[src/rtl/subtractor_pkg.sv]
// -----------------------------------------------------------------------------
// subtractor_pkg
// Shared definitions for the chunk-serial subtractor:
//   state_t     - controller states (IDLE, BUSY, DONE)
//   num_chunks  - number of CHUNK-bit slices in a WIDTH-bit operand
//   cnt_width   - width of the slice counter, never narrower than one bit
// -----------------------------------------------------------------------------
package subtractor_pkg;

    typedef enum logic [1:0] {
        IDLE = 2'd0,
        BUSY = 2'd1,
        DONE = 2'd2
    } state_t;

    function automatic int num_chunks(input int width, input int chunk);
        return width / chunk;
    endfunction

    // A single-slice configuration still needs a one-bit counter so the
    // counter type stays legal.
    function automatic int cnt_width(input int n);
        return (n <= 1) ? 1 : $clog2(n);
    endfunction

endpackage

[src/rtl/subtract_slice.sv]
// -----------------------------------------------------------------------------
// subtract_slice
// Combinational CHUNK-bit subtract with borrow: {borrow_out, diff} = a - b - borrow_in.
// Ports:
//   a, b        CHUNK-bit operand slices
//   borrow_in   borrow from the next-lower slice
//   diff        CHUNK-bit slice difference
//   borrow_out  borrow into the next-higher slice
// -----------------------------------------------------------------------------
module subtract_slice #(
    parameter int CHUNK = 8
) (
    input  logic [CHUNK-1:0] a,
    input  logic [CHUNK-1:0] b,
    input  logic             borrow_in,
    output logic [CHUNK-1:0] diff,
    output logic             borrow_out
);

    // One extra bit on top: the result lies in [-2^CHUNK, 2^CHUNK-1], so the
    // top bit of the (CHUNK+1)-bit difference is set exactly when it is negative.
    logic [CHUNK:0] wide;

    assign wide       = {1'b0, a} - {1'b0, b} - {{CHUNK{1'b0}}, borrow_in};
    assign diff       = wide[CHUNK-1:0];
    assign borrow_out = wide[CHUNK];

endmodule

[src/rtl/multi_cycle_subtractor.sv]
// -----------------------------------------------------------------------------
// multi_cycle_subtractor
// Chunk-serial subtractor: D = A - B - B_in (mod 2^WIDTH), one CHUNK-bit slice
// per clock, LSB slice first, borrow held in a register between slices.
// Ports:
//   clk, rst              clock (rising edge), asynchronous active-high reset
//   in_valid / in_ready   operand handshake (A, B, B_in captured on accept)
//   out_valid / out_ready result handshake (D, B_out, V valid in DONE)
//   D                     difference
//   B_out                 final borrow (unsigned A < B + B_in)
//   V                     two's-complement overflow of the subtraction
// -----------------------------------------------------------------------------
module multi_cycle_subtractor
    import subtractor_pkg::*;
#(
    parameter int WIDTH = 32,
    parameter int CHUNK = 8
) (
    input  logic             clk,
    input  logic             rst,
    input  logic             in_valid,
    output logic             in_ready,
    input  logic [WIDTH-1:0] A,
    input  logic [WIDTH-1:0] B,
    input  logic             B_in,
    output logic             out_valid,
    input  logic             out_ready,
    output logic [WIDTH-1:0] D,
    output logic             B_out,
    output logic             V
);

    localparam int NUM_CHUNKS = num_chunks(WIDTH, CHUNK);
    localparam int CNT_W      = cnt_width(NUM_CHUNKS);
    localparam logic [CNT_W-1:0] LAST_CNT = CNT_W'(NUM_CHUNKS - 1);

    state_t state;
    state_t state_next;

    logic [CNT_W-1:0] cnt;
    logic             borrow;
    logic [WIDTH-1:0] a_reg;
    logic [WIDTH-1:0] b_reg;
    logic [WIDTH-1:0] d_reg;
    logic             b_out_reg;
    logic             v_reg;

    logic [CHUNK-1:0] a_slice;
    logic [CHUNK-1:0] b_slice;
    logic [CHUNK-1:0] diff;
    logic             slice_borrow;
    logic             accept;
    logic             last_slice;

    // Select the operand slice addressed by the counter.
    always_comb begin
        a_slice = '0;
        b_slice = '0;
        for (int k = 0; k < NUM_CHUNKS; k++) begin
            if (cnt == CNT_W'(k)) begin
                a_slice = a_reg[k*CHUNK +: CHUNK];
                b_slice = b_reg[k*CHUNK +: CHUNK];
            end
        end
    end

    subtract_slice #(
        .CHUNK (CHUNK)
    ) u_slice (
        .a          (a_slice),
        .b          (b_slice),
        .borrow_in  (borrow),
        .diff       (diff),
        .borrow_out (slice_borrow)
    );

    // State register
    always_ff @(posedge clk or posedge rst) begin
        if (rst) begin
            state <= IDLE;
        end else begin
            state <= state_next;
        end
    end

    // Next-state and handshake outputs
    always_comb begin
        state_next = state;
        in_ready   = 1'b0;
        out_valid  = 1'b0;
        accept     = 1'b0;
        last_slice = 1'b0;
        case (state)
            IDLE: begin
                in_ready = 1'b1;
                if (in_valid) begin
                    accept     = 1'b1;
                    state_next = BUSY;
                end
            end
            BUSY: begin
                if (cnt == LAST_CNT) begin
                    last_slice = 1'b1;
                    state_next = DONE;
                end
            end
            DONE: begin
                out_valid = 1'b1;
                if (out_ready) begin
                    state_next = IDLE;
                end
            end
            default: state_next = IDLE;
        endcase
    end

    // Operand capture; contents are only meaningful after an accept.
    always_ff @(posedge clk) begin
        if (accept) begin
            a_reg <= A;
            b_reg <= B;
        end
    end

    // Slice sequencing, borrow chain and result registers
    always_ff @(posedge clk or posedge rst) begin
        if (rst) begin
            cnt       <= '0;
            borrow    <= 1'b0;
            d_reg     <= '0;
            b_out_reg <= 1'b0;
            v_reg     <= 1'b0;
        end else if (accept) begin
            cnt    <= '0;
            borrow <= B_in;
        end else if (state == BUSY) begin
            for (int k = 0; k < NUM_CHUNKS; k++) begin
                if (cnt == CNT_W'(k)) begin
                    d_reg[k*CHUNK +: CHUNK] <= diff;
                end
            end
            borrow <= slice_borrow;
            cnt    <= last_slice ? '0 : cnt + CNT_W'(1);
            if (last_slice) begin
                // The top slice's diff MSB is the result sign bit.
                b_out_reg <= slice_borrow;
                v_reg     <= (a_reg[WIDTH-1] != b_reg[WIDTH-1]) &&
                             (diff[CHUNK-1] != a_reg[WIDTH-1]);
            end
        end
    end

    assign D     = d_reg;
    assign B_out = b_out_reg;
    assign V     = v_reg;

endmodule

[config.mk]
export PLATFORM = sky130hd
export DESIGN_NAME = multi_cycle_subtractor
export DESIGN_NICKNAME = d
export VERILOG_FILES = /design/src/rtl/subtractor_pkg.sv /design/src/rtl/subtract_slice.sv /design/src/rtl/multi_cycle_subtractor.sv
export SDC_FILE = /design/constraint.sdc
export NUM_CORES = 1
export LEC_CHECK = 0
export CORE_ASPECT_RATIO = 0.75
export CORE_MARGIN = 8
export CORE_UTILIZATION = 35
export CTS_CLUSTER_DIAMETER = 100
export DETAILED_ROUTE_END_ITERATION = 10
export PLACE_DENSITY = 0.6
export RECOVER_POWER = 25
export SYNTH_ARGS = -nofsm -noshare
export SYNTH_HDL_FRONTEND = slang
export SYNTH_HIERARCHICAL = 1
export SYNTH_SLANG_ARGS = --single-unit
[constraint.sdc]
create_clock -name clk -period 3.7 [get_ports clk]
set_clock_uncertainty 0.05 [all_clocks]
set_input_delay 0.74 -clock clk [delete_from_list [all_inputs] [get_ports clk]]
set_output_delay 0.74 -clock clk [all_outputs]
set_load 0.02 [all_outputs]
==> impl_metrics.py, run 1 <==
metrics = {
    "outcome": {
        "outcome": "completed",
    },
    "logic_synthesis": {
        "synth_warnings": 6,
        "synth_cell_types": 43,
        "synth_edf_count": 64,
        "yosys-top-cells-area": "edfxtp_1, dfrtp_1, mux2_4",
        "netlist_area_um2": 4760,
        "ys_seq_area_frac": 0.609,
        "synth_nets": 441,
        "async_flop_share": 0.379,
        "yosysTopAreaCell": "edfxtp_1",
        "synthCells": 351,
        "avgSynthCellArea_um2": 13.6,
        "synth.top_cell.area_share": 0.404,
        "synth_ff_type": "edfxtp_1",
        "synth_seq_cells": 103,
    },
    "sta": {
        "finalSetupViolations": 0,
        "fin_ws_ns": 0.215,
        "period_minus_slack_ns": 3.49,
        "final_hold_viol_count": 0,
        "tns_ns": 0,
        "max_freq_mhz": 287,
        "drv_slew": 0,
        "fin_crit_sh": 0.942,
        "worst_slew_pin_slew_ns": 0.704,
        "relSlewSlack": 0.529,
    },
    "detailed_routing": {
        "avgViaCountPerCell": 4.82,
        "drc": 0,
        "routed-via-count": 3121,
        "drt_iter0_markers": 160,
        "dr.pass1.iters": 4,
        "ant_nets": 0,
        "wl_per_cell_um": 17.4,
        "routed_wirelength_um": 11300,
    },
    "place": {
        "dp_slack_ns": 0.141,
        "hpwl_um": 8200,
        "placed_area_um2": 6060,
        "gp_congestion": 0.779,
        "portBuffers": 104,
    },
    "worst_setup_path": {
        "path_class": "flip-flop to flip-flop",
        "cp_max_fo": 6,
        "critPathLaunchType": "flip-flop",
        "cp.arrival_ns": 3.66,
        "worstPathRequired_ns": 3.88,
        "end_kind": "flip-flop",
    },
    "cts": {
        "cts_buffers": 9,
        "cts.sinks": 103,
        "clock_latency_ns": 0.35,
        "htree_levels": 3,
        "cts_hold_buffers": 0,
        "clk_pin_slew_ns": 0.07,
        "cts_tree": "built",
        "root_buffer": "clkbuf_16",
        "clock_path_buffers": 2,
    },
    "final_layout": {
        "final_nets": 558,
        "design_area_um2": 6420,
        "drive_above_1_share": 0.167,
        "area_growth_syn_to_layout_pct": 34.9,
        "fillerInstances": 1216,
        "diodes": 0,
    },
    "global_routing": {
        "grt_max_degree": 40,
        "grt_pass1_vias": 3354,
        "antenna_found_initial": 0,
        "grtUsageTotal": 0.133,
        "grt_overflow": 0,
        "grt_pass1_wl_um": 17900,
    },
    "floorplanning": {
        "num_io_pins": 105,
        "die_x_um": 151,
        "fp.dieArea_um2": 17600,
        "initial_core_util": 0.352,
        "row_count": 37,
        "core_um2": 13500,
        "die_h_um": 117,
    },
    "job": {
        "drv_cap": 0,
    },
    "hold_path": {
        "hold_class": "flip-flop to flip-flop",
    },
}
==> critical path, stage by stage (launching register included) <==
cell	delay, ns
dfrtp_1	0.43
inv_1	0.14
ha_2	0.24
nor2b_2	0.24
a221oi_1	0.11
o31ai_1	0.25
inv_1	0.07
ha_1	0.27
inv_1	0.04
ha_1	0.36
a21oi_1	0.25
mux2i_1	0.22
o21ai_0	0.10
a211o_1	0.28
a221o_1	0.34
==> layer usage <==
metal	track usage	wire, um	vias up	share of wire
li1	-	-	1481	-
met1	0.167	5010	1544	0.44
met2	0.215	5450	76	0.48
met3	0.0384	624	20	0.055
met4	0.0513	215	0	0.019
met5	0	0	-	0
==> area by class of cell <==
cell class              instances  area [um^2]  area share
flip-flops and latches        103         2900       0.452
multi-input cells             192         1660       0.258
repair buffers                120         1190       0.185
clock buffers                   9          225      0.0351
well taps                     175          219      0.0341
inverters                      42          158      0.0246
clock inverters                 7         72.6      0.0113
==> worst paths after layout <==
check	to	slack, ns	depth (start not counted)	start
worst max-delay path	borrow	0.21	14	cnt[1]
worst min register to register	D[29]	0.46	1	D[29]
worst min-delay path	D[29]	0.46	1	D[29]
max in group asynchronous	cnt[0]	2.45	3	rst
min in group asynchronous	D[22]	0.76	3	rst
worst max register to register	borrow	0.21	14	cnt[1]
==> cell families after synthesis <==
family          after synthesis  synth area share
flops                       103             0.609
compound gates               78             0.108
buf+inv                      56            0.0487
simple gates                 53            0.0655
mux                          35             0.101
fa+ha+maj                    21            0.0584
xor+xnor                      5           0.00921
==> cell usage after synthesis, types with 2 or more instances <==
cell      instances
clkbuf_1          9
xor2_1            2
dfrtp_1          39
nand2_1          20
nand3_1           3
nand3b_1          2
a21oi_1          30
xnor2_1           3
mux2_2            9
and2b_1           2
mux2i_1           2
buf_2             4
nand2_8           3
nor2_1            8
o21ai_0          15
a22o_1           16
fa_1              2
nor2b_1           6
nand2b_1          2
o31ai_1           3
mux2_4           24
edfxtp_1         64
ha_1             19
inv_1            42
a221oi_1          4
==> metrics by stage <==
stage,utilization,hold slack [ns],std cells
2_1_floorplan,-,0.457,351
3_3_place_gp,0.448,0.432,628
3_5_place_dp,0.448,0.444,628
4_1_cts,0.470,0.460,644
5_1_grt,0.475,0.481,648
6_report,0.475,0.456,648
==> cells in the final DEF, fill, tap and decap left out, types with 3 or more instances in the layout <==
cell type / synthesis / routed
dfrtp_1: 39 / 38
o31ai_1: 3 / 3
dlygate4sd3_1: 0 / 60
clkdlybuf4s50_1: 0 / 44
mux2_2: 9 / 9
clkbuf_16: 0 / 9
nand2_8: 3 / 3
nor2_1: 8 / 8
edfxtp_1: 64 / 64
a221oi_1: 4 / 3
nand2_1: 20 / 20
ha_1: 19 / 17
o21ai_0: 15 / 14
inv_1: 42 / 42
mux2_4: 24 / 24
clkinvlp_4: 0 / 3
a22o_1: 16 / 16
buf_4: 0 / 14
a21oi_1: 30 / 30
nor2b_1: 6 / 5
xnor2_1: 3 / 3
==> repair_timing <==
action | CTS | global route
gates resized for setup | 0 | 8
setup buffers | 0 | 4
endpoints found under the setup margin | 0 | 4
Power of run 1 is left out: the tool's default activity adds up to more than one toggle a clock period on the data nets, which glitch-free logic cannot reach.
==> run 2, diff against run 1 <==
--- a/config.mk
+++ b/config.mk
@@ -5,6 +5,7 @@
 export SDC_FILE = /design/constraint.sdc
 export NUM_CORES = 1
 export LEC_CHECK = 0
+export ABC_AREA = 1
 export CORE_ASPECT_RATIO = 0.75
 export CORE_MARGIN = 8
 export CORE_UTILIZATION = 35
==> impl_metrics.py, run 2 <==
metrics = {
    "sta": {
        "finalSetupViolations": 0,
        "relSlewSlack": 0.661,
        "period_minus_slack_ns": 3.22,
        "fin_crit_sh": 0.869,
        "tns_ns": 0,
        "rsz0062_at_grt": "no",
        "final_hold_viol_count": 0,
        "drv_slew": 0,
        "max_freq_mhz": 311,
        "worst_slew_pin_slew_ns": 0.509,
    },
    "worst_setup_path": {
        "cp_max_fo": 26,
        "r2r_cells": 22,
        "r2r_setup_slack_ns": 0.48,
        "critPathLaunchType": "flip-flop",
        "end_kind": "flip-flop",
        "worstPathRequired_ns": 3.94,
        "path_class": "flip-flop to flip-flop",
        "reg2reg_from": "cnt[0]",
        "cp.arrival_ns": 3.45,
        "r2r-end": "V",
        "crit_start": "cnt[0]",
    },
    "cts": {
        "cts.sinks": 103,
        "clock_latency_ns": 0.35,
        "post_cts_resize_count": 0,
        "post-cts-setup-buffers": 0,
        "cts_hold_buffers": 0,
        "root_buffer": "clkbuf_16",
        "htree_levels": 3,
        "cts_buffers": 9,
        "cts_tree": "built",
        "clk_pin_slew_ns": 0.07,
        "clock_path_buffers": 2,
    },
    "final_layout": {
        "finalNonFillerCells": 750,
        "drive_above_1_share": 0.0835,
        "layout_common_cells": "nand2_1, inv_1, edfxtp_1, dlygate4sd3_1, clkdlybuf4s50_1",
        "final_util": 0.468,
        "final_common_cell": "nand2_1",
        "area_growth_syn_to_layout_pct": 32.3,
        "fillerInstances": 1255,
        "design_area_um2": 6320,
        "final_nets": 660,
        "diodes": 0,
    },
    "logic_synthesis": {
        "yosysMostFrequentCell": "nand2_1",
        "synth_cell_types": 26,
        "synth_ff_type": "edfxtp_1",
        "netlist_area_um2": 4780,
        "async_flop_share": 0.379,
        "ys_seq_area_frac": 0.607,
        "synth_seq_cells": 103,
        "synth_common_cells": "nand2_1, inv_1, edfxtp_1",
        "synth.top_cell.area_share": 0.402,
        "synthCells": 466,
        "synth_edf_count": 64,
        "yosys-top-cells-area": "edfxtp_1, dfrtp_1, nand2_1",
        "avgSynthCellArea_um2": 10.3,
        "yosysTopAreaCell": "edfxtp_1",
        "synth_nets": 556,
        "synth_warnings": 6,
    },
    "place": {
        "gp_congestion": 0.808,
        "placed_cells": 734,
        "placed_area_um2": 6000,
        "hpwl_um": 8060,
        "portBuffers": 104,
    },
    "global_routing": {
        "grtUsageTotal": 0.128,
        "antenna_found_initial": 0,
        "grt_pass1_wl_um": 17300,
        "grt_pass1_vias": 3445,
        "grt_max_degree": 63,
        "grt_overflow": 0,
    },
    "floorplanning": {
        "num_io_pins": 105,
        "row_count": 37,
        "core_um2": 13500,
        "fp.dieArea_um2": 17700,
        "die_h_um": 117,
        "die_x_um": 151,
        "initial_core_util": 0.353,
    },
    "detailed_routing": {
        "wl_per_cell_um": 14.3,
        "avgViaCountPerCell": 4.43,
        "drc": 0,
        "dr.pass1.iters": 4,
        "routed_wirelength_um": 10700,
        "routed-via-count": 3320,
        "drt_iter0_markers": 211,
        "ant_nets": 0,
    },
    "job": {
        "drv_cap": 0,
    },
    "hold_path": {
        "min_path_cells": 2,
        "hold_class": "flip-flop to flip-flop",
        "min_from": "D[30]",
        "worstHoldEndpoint": "D[30]",
    },
    "outcome": {
        "outcome": "completed",
    },
}
-- run 2: layout make-up --
| type | instances | area, um^2 | share of cell area |
|---|---|---|---|
| clock buffer | 9 | 225 | 0.0356 |
| inverter | 71 | 267 | 0.0422 |
| timing repair buffer | 110 | 1110 | 0.176 |
| multi-input combinational | 275 | 1510 | 0.238 |
| clock inverter | 7 | 96.3 | 0.0152 |
| tap | 175 | 219 | 0.0346 |
| sequential | 103 | 2900 | 0.458 |
-- run 2: cells by family after synthesis --
group,Yosys count,share of synthesized area
and+or+nand+nor,179,0.158
DFF,103,0.607
buffers and inverters,88,0.0783
AOI/OAI and AO/OA,71,0.0919
adders and majority gates,21,0.0581
xor gates and xnor gates,4,0.00734
-- run 2: worst max path at each step --
| stage | cells after the start | to | slack (ns) |
|---|---|---|---|
| 5_1_grt | 22 | V | 0.10 |
| 3_3_place_gp | 22 | V | 0.59 |
| 6_report | 22 | V | 0.48 |
| 4_1_cts | 22 | V | 0.48 |
| 3_5_place_dp | 22 | V | 0.51 |
| 2_1_floorplan | 21 | V | 0.75 |
-- run 2: worst max-delay path: stages (launching register included) --
cell and delay (ns):
dfrtp_1 0.43, inv_1 0.13, ha_1 0.36, buf_4 0.34, a21oi_1 0.08, nand2_1 0.07
nand2_1 0.05, nand2_1 0.05, inv_1 0.04, ha_1 0.27, inv_1 0.04, ha_1 0.35
nand2_1 0.12, inv_1 0.07, a21oi_4 0.15, nand2_1 0.06, nand2_1 0.05, nand2_1 0.06
inv_1 0.16, nand3b_1 0.10, nand2_1 0.06, nand2_1 0.04, nand2_1 0.04
-- run 2: per-stage QoR --
step                      hold slack (ns)  setup WS [ns]
final                               0.434          0.484
after global routing                0.445          0.104
after CTS                           0.436          0.480
after detailed placement            0.420          0.506
after global placement              0.420          0.593
after floorplan                     0.402          0.752
-- run 2: per-layer routing --
layer,vias to the layer above,part of all wire,track usage
li1,1710,-,-
met3,13,0.053,0.0369
met5,-,0,0
met1,1525,0.45,0.159
met4,0,0.015,0.0440
met2,72,0.48,0.211
Power of run 2 is left out for the same reason.
